## src/rtl/scoreboard_pkg.sv

```systemverilog
// rtl/scoreboard_pkg.sv - shared types and helpers for the ID-stage hazard scoreboard
package scoreboard_pkg;

    // Widest age field an entry can carry; DEPTH must stay below 2**SB_AGE_MAX_W.
    localparam int SB_AGE_MAX_W = 4;

    localparam int REG_ZERO = 0;

    localparam logic [SB_AGE_MAX_W-1:0] FWD_GPR = '0;

    typedef struct packed {
        logic                    busy;
        logic [SB_AGE_MAX_W-1:0] age;
        logic [SB_AGE_MAX_W-1:0] ready_age;
    } sb_entry_t;

    function automatic logic [SB_AGE_MAX_W-1:0] clamp_ready_age(
        input logic [SB_AGE_MAX_W-1:0] ready_age,
        input logic [SB_AGE_MAX_W-1:0] depth
    );
        if (ready_age == '0) begin
            return SB_AGE_MAX_W'(1);
        end else if (ready_age > depth) begin
            return depth;
        end else begin
            return ready_age;
        end
    endfunction

endpackage

```

## src/rtl/sb_read_port.sv

```systemverilog
// rtl/sb_read_port.sv - combinational forwarding select / hazard lookup for one read port
module sb_read_port
    import scoreboard_pkg::*;
#(
    parameter int NUM_REGS = 32,
    parameter int REG_ID_W = $clog2(NUM_REGS),
    parameter int AGE_W    = 2
) (
    input  sb_entry_t [NUM_REGS-1:0] entries,
    input  logic [REG_ID_W-1:0]      rd_id,
    input  logic                     rd_early,
    output logic [AGE_W-1:0]         sel,
    output logic                     hazard
);

    sb_entry_t               entry;
    logic [SB_AGE_MAX_W-1:0] need;

    always_comb begin
        entry  = entries[rd_id];
        need   = '0;
        sel    = AGE_W'(FWD_GPR);
        hazard = 1'b0;
        if ((rd_id != REG_ID_W'(REG_ZERO)) && entry.busy) begin
            // An EX consumer gets one extra stage of slack over an ID consumer.
            need   = rd_early ? entry.ready_age : (entry.ready_age - SB_AGE_MAX_W'(1));
            sel    = AGE_W'(entry.age);
            hazard = (entry.age < need);
        end
    end

endmodule

```

## src/rtl/id_hazard_scoreboard.sv

```systemverilog
// rtl/id_hazard_scoreboard.sv - ID-stage register scoreboard; SB_STATS_EN adds a stall_count counter
module id_hazard_scoreboard
    import scoreboard_pkg::*;
#(
    parameter int NUM_REGS = 32,
    parameter int NUM_READ = 2,
    parameter int DEPTH    = 3,
    parameter int REG_ID_W = $clog2(NUM_REGS),
    parameter int AGE_W    = $clog2(DEPTH + 1)
) (
    input  logic                         clock,
    input  logic                         reset,
    input  logic                         issue_valid,
    input  logic                         issue_wen,
    input  logic [REG_ID_W-1:0]          issue_dest,
    input  logic [AGE_W-1:0]             issue_ready_age,
    input  logic                         ex_stall,
    input  logic [NUM_READ*REG_ID_W-1:0] rd_id,
    input  logic [NUM_READ-1:0]          rd_early,
    output logic [NUM_READ*AGE_W-1:0]    rd_fwd_sel,
    output logic                         stall_out,
    output logic [NUM_REGS-1:0]          busy_vec
`ifdef SB_STATS_EN
    ,
    output logic [31:0]                  stall_count
`endif
);

    localparam logic [SB_AGE_MAX_W-1:0] DEPTH_L = SB_AGE_MAX_W'(DEPTH);

    sb_entry_t [NUM_REGS-1:0] entries_q;
    sb_entry_t [NUM_REGS-1:0] entries_d;
    logic [NUM_READ-1:0]      port_hazard;
    logic                     accept;

    always_comb begin
        entries_d = entries_q;
        accept    = issue_valid & issue_wen & ~stall_out & ~ex_stall
                    & (issue_dest != REG_ID_W'(REG_ZERO));
        if (!ex_stall) begin
            for (int i = 0; i < NUM_REGS; i++) begin
                if (entries_q[i].busy) begin
                    if (entries_q[i].age == DEPTH_L) begin
                        entries_d[i] = '0;
                    end else begin
                        entries_d[i].age = entries_q[i].age + SB_AGE_MAX_W'(1);
                    end
                end
            end
        end
        // Applied last so a new writer replaces any aging/retiring entry of the same register.
        if (accept) begin
            entries_d[issue_dest].busy      = 1'b1;
            entries_d[issue_dest].age       = SB_AGE_MAX_W'(1);
            entries_d[issue_dest].ready_age =
                clamp_ready_age(SB_AGE_MAX_W'(issue_ready_age), DEPTH_L);
        end
    end

    always_ff @(posedge clock or negedge reset) begin
        if (!reset) begin
            entries_q <= '0;
        end else begin
            entries_q <= entries_d;
        end
    end

    always_comb begin
        busy_vec = '0;
        for (int i = 0; i < NUM_REGS; i++) begin
            busy_vec[i] = entries_q[i].busy;
        end
    end

    for (genvar p = 0; p < NUM_READ; p++) begin : g_read_port
        sb_read_port #(
            .NUM_REGS (NUM_REGS),
            .REG_ID_W (REG_ID_W),
            .AGE_W    (AGE_W)
        ) u_read_port (
            .entries  (entries_q),
            .rd_id    (rd_id[p*REG_ID_W +: REG_ID_W]),
            .rd_early (rd_early[p]),
            .sel      (rd_fwd_sel[p*AGE_W +: AGE_W]),
            .hazard   (port_hazard[p])
        );
    end

    assign stall_out = |port_hazard;

`ifdef SB_STATS_EN
    logic [31:0] stall_count_q;
    logic [31:0] stall_count_d;

    always_comb begin
        stall_count_d = stall_count_q;
        if (stall_out && !ex_stall && (stall_count_q != 32'hFFFF_FFFF)) begin
            stall_count_d = stall_count_q + 32'd1;
        end
    end

    always_ff @(posedge clock or negedge reset) begin
        if (!reset) begin
            stall_count_q <= '0;
        end else begin
            stall_count_q <= stall_count_d;
        end
    end

    assign stall_count = stall_count_q;
`endif

endmodule

```

## config.mk

```make
export PLATFORM = sky130hd
export DESIGN_NAME = id_hazard_scoreboard
export DESIGN_NICKNAME = d
export VERILOG_FILES = /design/src/rtl/scoreboard_pkg.sv /design/src/rtl/sb_read_port.sv /design/src/rtl/id_hazard_scoreboard.sv
export SDC_FILE = /design/constraint.sdc
export NUM_CORES = 1
export LEC_CHECK = 0
export ABC_AREA = 1
export CORE_MARGIN = 3
export CORE_UTILIZATION = 29
export DETAILED_ROUTE_END_ITERATION = 10
export GPL_TIMING_DRIVEN = 0
export PLACE_DENSITY = 0.42
export SETUP_SLACK_MARGIN = 0.02
export SYNTH_ARGS = -nofsm -noshare
export SYNTH_HDL_FRONTEND = slang
export SYNTH_SLANG_ARGS = --single-unit
```

## constraint.sdc

```tcl
create_clock -name clock -period 6.5 [get_ports clock]
set_input_delay 1.625 -clock clock [delete_from_list [all_inputs] [get_ports clock]]
set_output_delay 1.625 -clock clock [all_outputs]
set_load 0.005 [all_outputs]
```

==> metrics, run 1 <==
area leader, netlist dfrtp_1; P per Cell Area between 300 and 400 nW/um2; fin. max-slew vios 0; Power, Total roughly 10 mW; Worst path max stage delay approximately 0.53 ns; hold path depth 2; WL met3 15.0 mm; crit path time final 6.49 ns; top cells by area, synth dfrtp_1, nand2_1, inv_1; Iter 0 DRT Violations approximately 3.9k; wire per inst roughly 30 um; register area share after synthesis 0.310; ANT nets after route 0; crit path launch type input port; delay-heaviest family, CP buffers and inverters; Reg2Reg Setup Slack 2.20 ns; total gr overflow 0; Synth Instances between 3k and 4k; number of global-route vias before repair roughly 26k; Critical Path AT roughly 4.9 ns; crit path buf inv count 11; synth unique cells 42; Die X roughly 290 um; FP Rows slightly above 100; Max Cap Viol 0; maximum VDD drop between 150 and 200 uV; Setup WS pre-CTS -3.85 ns; placed wire-length estimate 109 mm; Syn Area/Cell around 6.1 um2; final design area excluding fillers about 28000 um2; CP cell instances buf_16, inv_16, buf_12, buf_12, buf_12, clkbuf_16, buf_12, o21ai_0, a21oi_1, o311ai_1, nand3_1, o21ai_2, ha_1, nand2_1, inv_1, nand2_1, nand2_4, buf_12, clkbuf_16, nand2_1, buf_2; unrepaired setup endpoints after global routing false; core area 79100 um2; GP Congestion approximately 1.1; number of remaining DRC errors 0; Min-Delay Endpoint entries_q[0]; H-tree levels 2; IO Pins just over 60; DRT Pass-1 Iters 6; period utilisation layout 0.999; Final Hold Viols 0; max_slew headroom 0.0348; Mapped Nets around 3.8k; Total Routing Usage GR 0.352; synth warn 0; Cell Area, Synth 23200 um2; Final #Nets around 4k; Layout area overhead 20.8%; Initial Util 0.293; Fin Clk Skew ~0.033 ns; TritonCTS Sinks roughly 290; final setup violating endpoints 0; min-delay src entries_q[0]; Via-to-Cell Ratio roughly 5.6; WL final around 150 mm; Tightest Pin Transition roughly 1.4 ns; share of layout cells above drive strength 1 0.101; area post-placement 25100 um2; Min Hold Slack 0.526 ns; reg2reg end entries_q[94]; CP required slightly below 5 ns; max layer used met5; run status finished, final reports clean; main flop type after synthesis dfrtp_1; initial antenna violation count 12; Inserted Clock Buffers 41; die area approximately 83000 um2; worst-case reg-to-reg path depth 19; CTS clock-pin slew for the worst setup and hold paths around 0.06 ns; Max Freq between 150 and 200 MHz; Synth top cells by count nand2_1, inv_1, nor2_1, o21ai_0, dfrtp_1; detailed-route via count ~28k; Crit Path Class input port to primary output; first-pass GRT wire length around 210 mm; hold crit path type register to register; largest net degree at the start of global routing 88; TritonCTS clock tree done; CTS Buffer Depth 3; chip height between 200 and 300 um; share of the synthesized area in the top cell type 0.310; clk_lat worst skew 0.60 ns; most frequent cell on the critical path buf_12; slowest cell on the critical path o311ai_1; CP max FO 11; Leak Pwr ~14 nW; port bufs between 50 and 60; RR Startpoint entries_q[135]; Post-synth EDFFs 0; most frequent cell after synthesis nand2_1; WL met1 about 65 mm; Met2 Wirelength 60.9 mm; fraction of registers with async set/reset 1.00; Root Buffer clkbuf_16; Worst setup EP type primary output; post-route setup slack 0.00967 ns; #FFs+latches synth 288
where the power goes:
group | switching, mW | internal [mW] | total (mW)
clock network | 0.944 | 1.46 | 2.41
registers | 0.764 | 2.38 | 3.14
logic | 3.13 | 1.44 | 4.57
total | 4.83 | 5.28 | 10.1
worst reg2reg max path: stages, from the launching register on:
cell      delay (ns)
dfrtp_1         0.39
inv_1           0.21
nand2_1         0.10
nand3_1         0.10
nand3_1         0.21
nand3_1         0.20
nand2_2         0.15
nand2_1         0.17
nand4_1         0.16
xor2_2          0.23
ha_4            0.29
nand2_1         0.05
inv_1           0.04
nand2_1         0.08
nand2_4         0.13
buf_4           0.13
buf_4           0.22
clkbuf_1        0.87
nand4_1         0.33
nand2_1         0.14
through the flow:
| stage | TNS, ns | std cells | utilization |
|---|---|---|---|
| floorplan | 0 | 3775 | - |
| global placement | -3498.65 | 4877 | 0.317 |
| detailed placement | -512.51 | 4880 | 0.318 |
| CTS | 0 | 4983 | 0.353 |
| global route | 0 | 4985 | 0.354 |
| finish | 0 | 4988 | 0.354 |
area by class of cell:
cell class	count	area [um2]
Antenna cell	3	7.51
Buffer	256	2170
Clock buffer	60	1190
Clock inverter	13	196
Fill cell	8826	51100
Inverter	499	1910
Multi-Input combinational cell	2730	13100
Sequential cell	288	7210
Tap cell	1050	1310
Timing Repair Buffer	89	925
how the worst max path moves through the flow:
stage | endpoint | from | cells after the start | slack, ns
after global routing | stall_out | rd_id[5] | 20 | 0.02
after global placement | entries_q[95] | reset | 1 | -10.55
after detailed placement | stall_out | rd_id[6] | 20 | -3.85
after CTS | stall_out | rd_id[5] | 19 | 0.10
after floorplan | stall_out | rd_id[0] | 20 | 0.48
final | stall_out | rd_id[5] | 21 | 0.01
metal layers:
layer | up-vias | global-route usage
li1 | 12600 | -
met1 | 13400 | 0.488
met3 | 418 | 0.0878
met5 | - | 0
met2 | 1542 | 0.508
met4 | 6 | 0.170
timing repair:
| item | 4_1_cts | 5_1_grt |
|---|---|---|
| gates resized for setup | 375 | 35 |
| pin swaps | 23 | 16 |
| gates cloned | 1 | 1 |
| endpoints found under the setup margin | 282 | 1 |
| hold buffers | 0 | 0 |
| buffers inserted | 31 | 1 |
state kept, by name (all words and copies together), names as in the netlist:
name,flops
entries_q,256
busy_vec,32
cells by family (layout without fill, tap and decap cells):
family,after synthesis,count (layout),synth area share
simple gates,2010,2010,0.373
flops,288,288,0.310
xor+xnor,6,6,0.00226
buf+inv,757,917,0.137
compound gates,673,673,0.155
other cells,0,3,0
mux,1,1,0.000431
fa+ha+maj,40,40,0.0216
cells in the final DEF, fill, tap and decap left out, drive strengths merged, types with 14 or more instances in the layout:
cell type      count
ha                40
dfrtp            288
inv              492
nor2             423
nor3              79
o211ai            32
nand4            274
o21ai            339
a21oi            257
or2               33
clkdlybuf4s50     46
clkbuf           149
buf              206
nand2           1012
nand3            188
o221ai            14
Note: power is estimated with default switching activity, not from simulation.
==> inputs of run 2 (changes only) <==
CORE_MARGIN = unset   (was 3)
==> metrics, run 2 (synthesis results as in run 1) <==
Initial Util 0.293 (unchanged); P per Cell Area 357 nW/um2 (-0.93%); IO Pins 61 (unchanged); Final Hold Viols 0 (unchanged); Max Freq 154 MHz (-0.36%); final design area excluding fillers 27900 um2 (-0.64%); Leak Pwr 14.0 nW (-0.64%); Root Buffer clkbuf_16; crit path time final 6.51 ns (+0.0237 ns); run status complete, but fails checks; Min Hold Slack 0.510 ns (-0.0157 ns); area post-placement 25100 um2 (unchanged); Inserted Clock Buffers 42 (+2.4%); post-route setup slack -0.0140 ns (-0.0237 ns); Total Routing Usage GR 0.344 (-0.00780); crit path launch type input port; Multi-input gate area 13100 um2 (-0.11%); chip height 285 um (-1.4%); Final #Nets 3969 (unchanged); maximum VDD drop 168 uV (+6.8%); Tightest Pin Transition 1.45 ns (+0.00120 ns); CTS clock-pin slew for the worst setup and hold paths 0.05 ns (about the same); failing checks negative setup slack; FP Rows 103 (unchanged); final setup violating endpoints 1 (+1); TritonCTS Sinks 288 (unchanged); final core utilization 0.352 (-0.00226); Max Cap Viol 0 (unchanged); initial antenna violation count 8 (-4); wire per inst 28.8 um (-4.4%); min-delay src entries_q[3]; most frequent cells in the layout nand2_1, inv_1, nor2_1; CP required 4.88 ns (about the same); Critical Path AT 4.89 ns (+0.02 ns); max_slew headroom 0.0340 (-0.000800); Reg area 7210 um2 (unchanged); worst setup path startpoint rd_id[1]; fin. max-slew vios 0 (unchanged); number of remaining DRC errors 0 (unchanged); Setup TNS Final -0.0140 ns (-0.0140 ns); detailed-route via count 28.0k (-0.17%); unrepaired setup endpoints after global routing false; WL final 143 mm (-4.4%); TritonCTS clock tree done; Iter 0 DRT Violations 3861 (-1.7%); share of layout cells above drive strength 1 0.0988 (-0.00264); Fin Clk Skew 0.0151 ns (-0.0183 ns); DRT Pass-1 Iters 6 (unchanged); Min-Delay Endpoint entries_q[3]; largest net degree at the start of global routing 102 (+16%); GP Congestion 1.12 (+1.2%); number of global-route vias before repair 25.5k (-0.92%); Reg2Reg Setup Slack 2.32 ns (+0.12 ns); CTS Buffer Depth 3 (unchanged); Die X 285 um (-1.4%); most common cell after layout, fill and taps aside nand2_1; port bufs 52 (unchanged); Via-to-Cell Ratio 5.61 (-0.11%); ANT nets after route 0 (unchanged); Crit Path Class input port to primary output; Worst setup EP type primary output; die area 81200 um2 (-2.7%); CP max FO 10 (-1); core area 79100 um2 (unchanged); FILL cells 8759 (-0.76%); first-pass GRT wire length 198 mm (-3.9%); hold crit path type register to register; clk_lat worst skew 0.59 ns (about the same); max reg flops 256 (unchanged); worst-case reg-to-reg path depth 19 (unchanged); Layout area overhead 20.0%; hold path depth 2 (unchanged); Setup WS pre-CTS -3.42 ns (+0.431 ns); RR Startpoint entries_q[279]; Largest Register entries_q; reg2reg end busy_vec[20]; placed wire-length estimate 103 mm (-5.8%); H-tree levels 2 (unchanged); period utilisation layout 1.00 (+0.00364); total gr overflow 0 (unchanged)
-- run 2: changes by cell type in the layout (fill, tap and decap cells not counted), sizes merged --
cell / before / now
inv: 492 / 491
clkinv: 12 / 10
bufinv: 5 / 2
clkdlybuf4s15: 2 / 1
buf: 206 / 202
clkbuf: 149 / 156
clkinvlp: 3 / 2
diode: 3 / 6
bufbuf: 1 / 0
-- run 2: power by group --
part	leakage, nW	switching [mW]	total [mW]	internal (mW)
combinational	9.56	3.02	4.45	1.43
clock	0.661	0.937	2.34	1.40
sequential	3.78	0.786	3.16	2.38
-- run 2: worst max path at each step --
stage / endpoint / slack (ns) / cells after the start
final: stall_out / -0.01 / 17
after global routing: stall_out / 0.04 / 20
after CTS: stall_out / 0.02 / 21
after detailed placement: stall_out / -3.42 / 21
after global placement: entries_q[96] / -10.76 / 1
after floorplan: stall_out / 0.48 / 20
-- run 2: repair_timing --
item,CTS,global route
pin swaps,23,20
gates resized for setup,341,49
hold buffers,0,0
buffers inserted,23,10
setup endpoints to repair,282,1
cloned,0,0
-- run 2: metal layers --
| metal | track usage | vias to the layer above | share of wire |
|---|---|---|---|
| li1 | - | 12600 | - |
| met5 | 0 | - | 0.00077 |
| met2 | 0.500 | 1557 | 0.41 |
| met4 | 0.162 | 4 | 0.055 |
| met1 | 0.472 | 13400 | 0.43 |
| met3 | 0.0914 | 388 | 0.10 |
-- run 2: per-stage QoR --
step	power, mW	instances
CTS	9.82	4969
detailed placement	7.29	4880
global placement	7.30	4877
global route	10.5	4979
floorplan	5.51	3775
finish	9.96	4985
-- run 2: cell type report --
| cell class | instances | area share |
|---|---|---|
| Clock inverter | 6 | 0.00287 |
| Timing Repair Buffer | 88 | 0.0310 |
| Buffer | 256 | 0.0753 |
| Sequential cell | 288 | 0.259 |
| Antenna cell | 6 | 0.000539 |
| Tap cell | 1050 | 0.0472 |
| Clock buffer | 62 | 0.0452 |
| Multi-Input combinational cell | 2730 | 0.471 |
| Inverter | 499 | 0.0686 |
-- run 2: worst max-delay path: stages --
cell      delay, ns
buf_8          0.19
clkbuf_4       0.35
clkbuf_4       0.40
clkbuf_4       0.38
a21oi_1        0.06
o21ai_0        0.09
o21ai_0        0.15
a221oi_2       0.44
o32ai_1        0.19
ha_1           0.32
nand2_1        0.07
nand3_1        0.07
nor2_1         0.13
nand2_2        0.09
buf_12         0.14
nand2_1        0.07
clkbuf_2       0.11
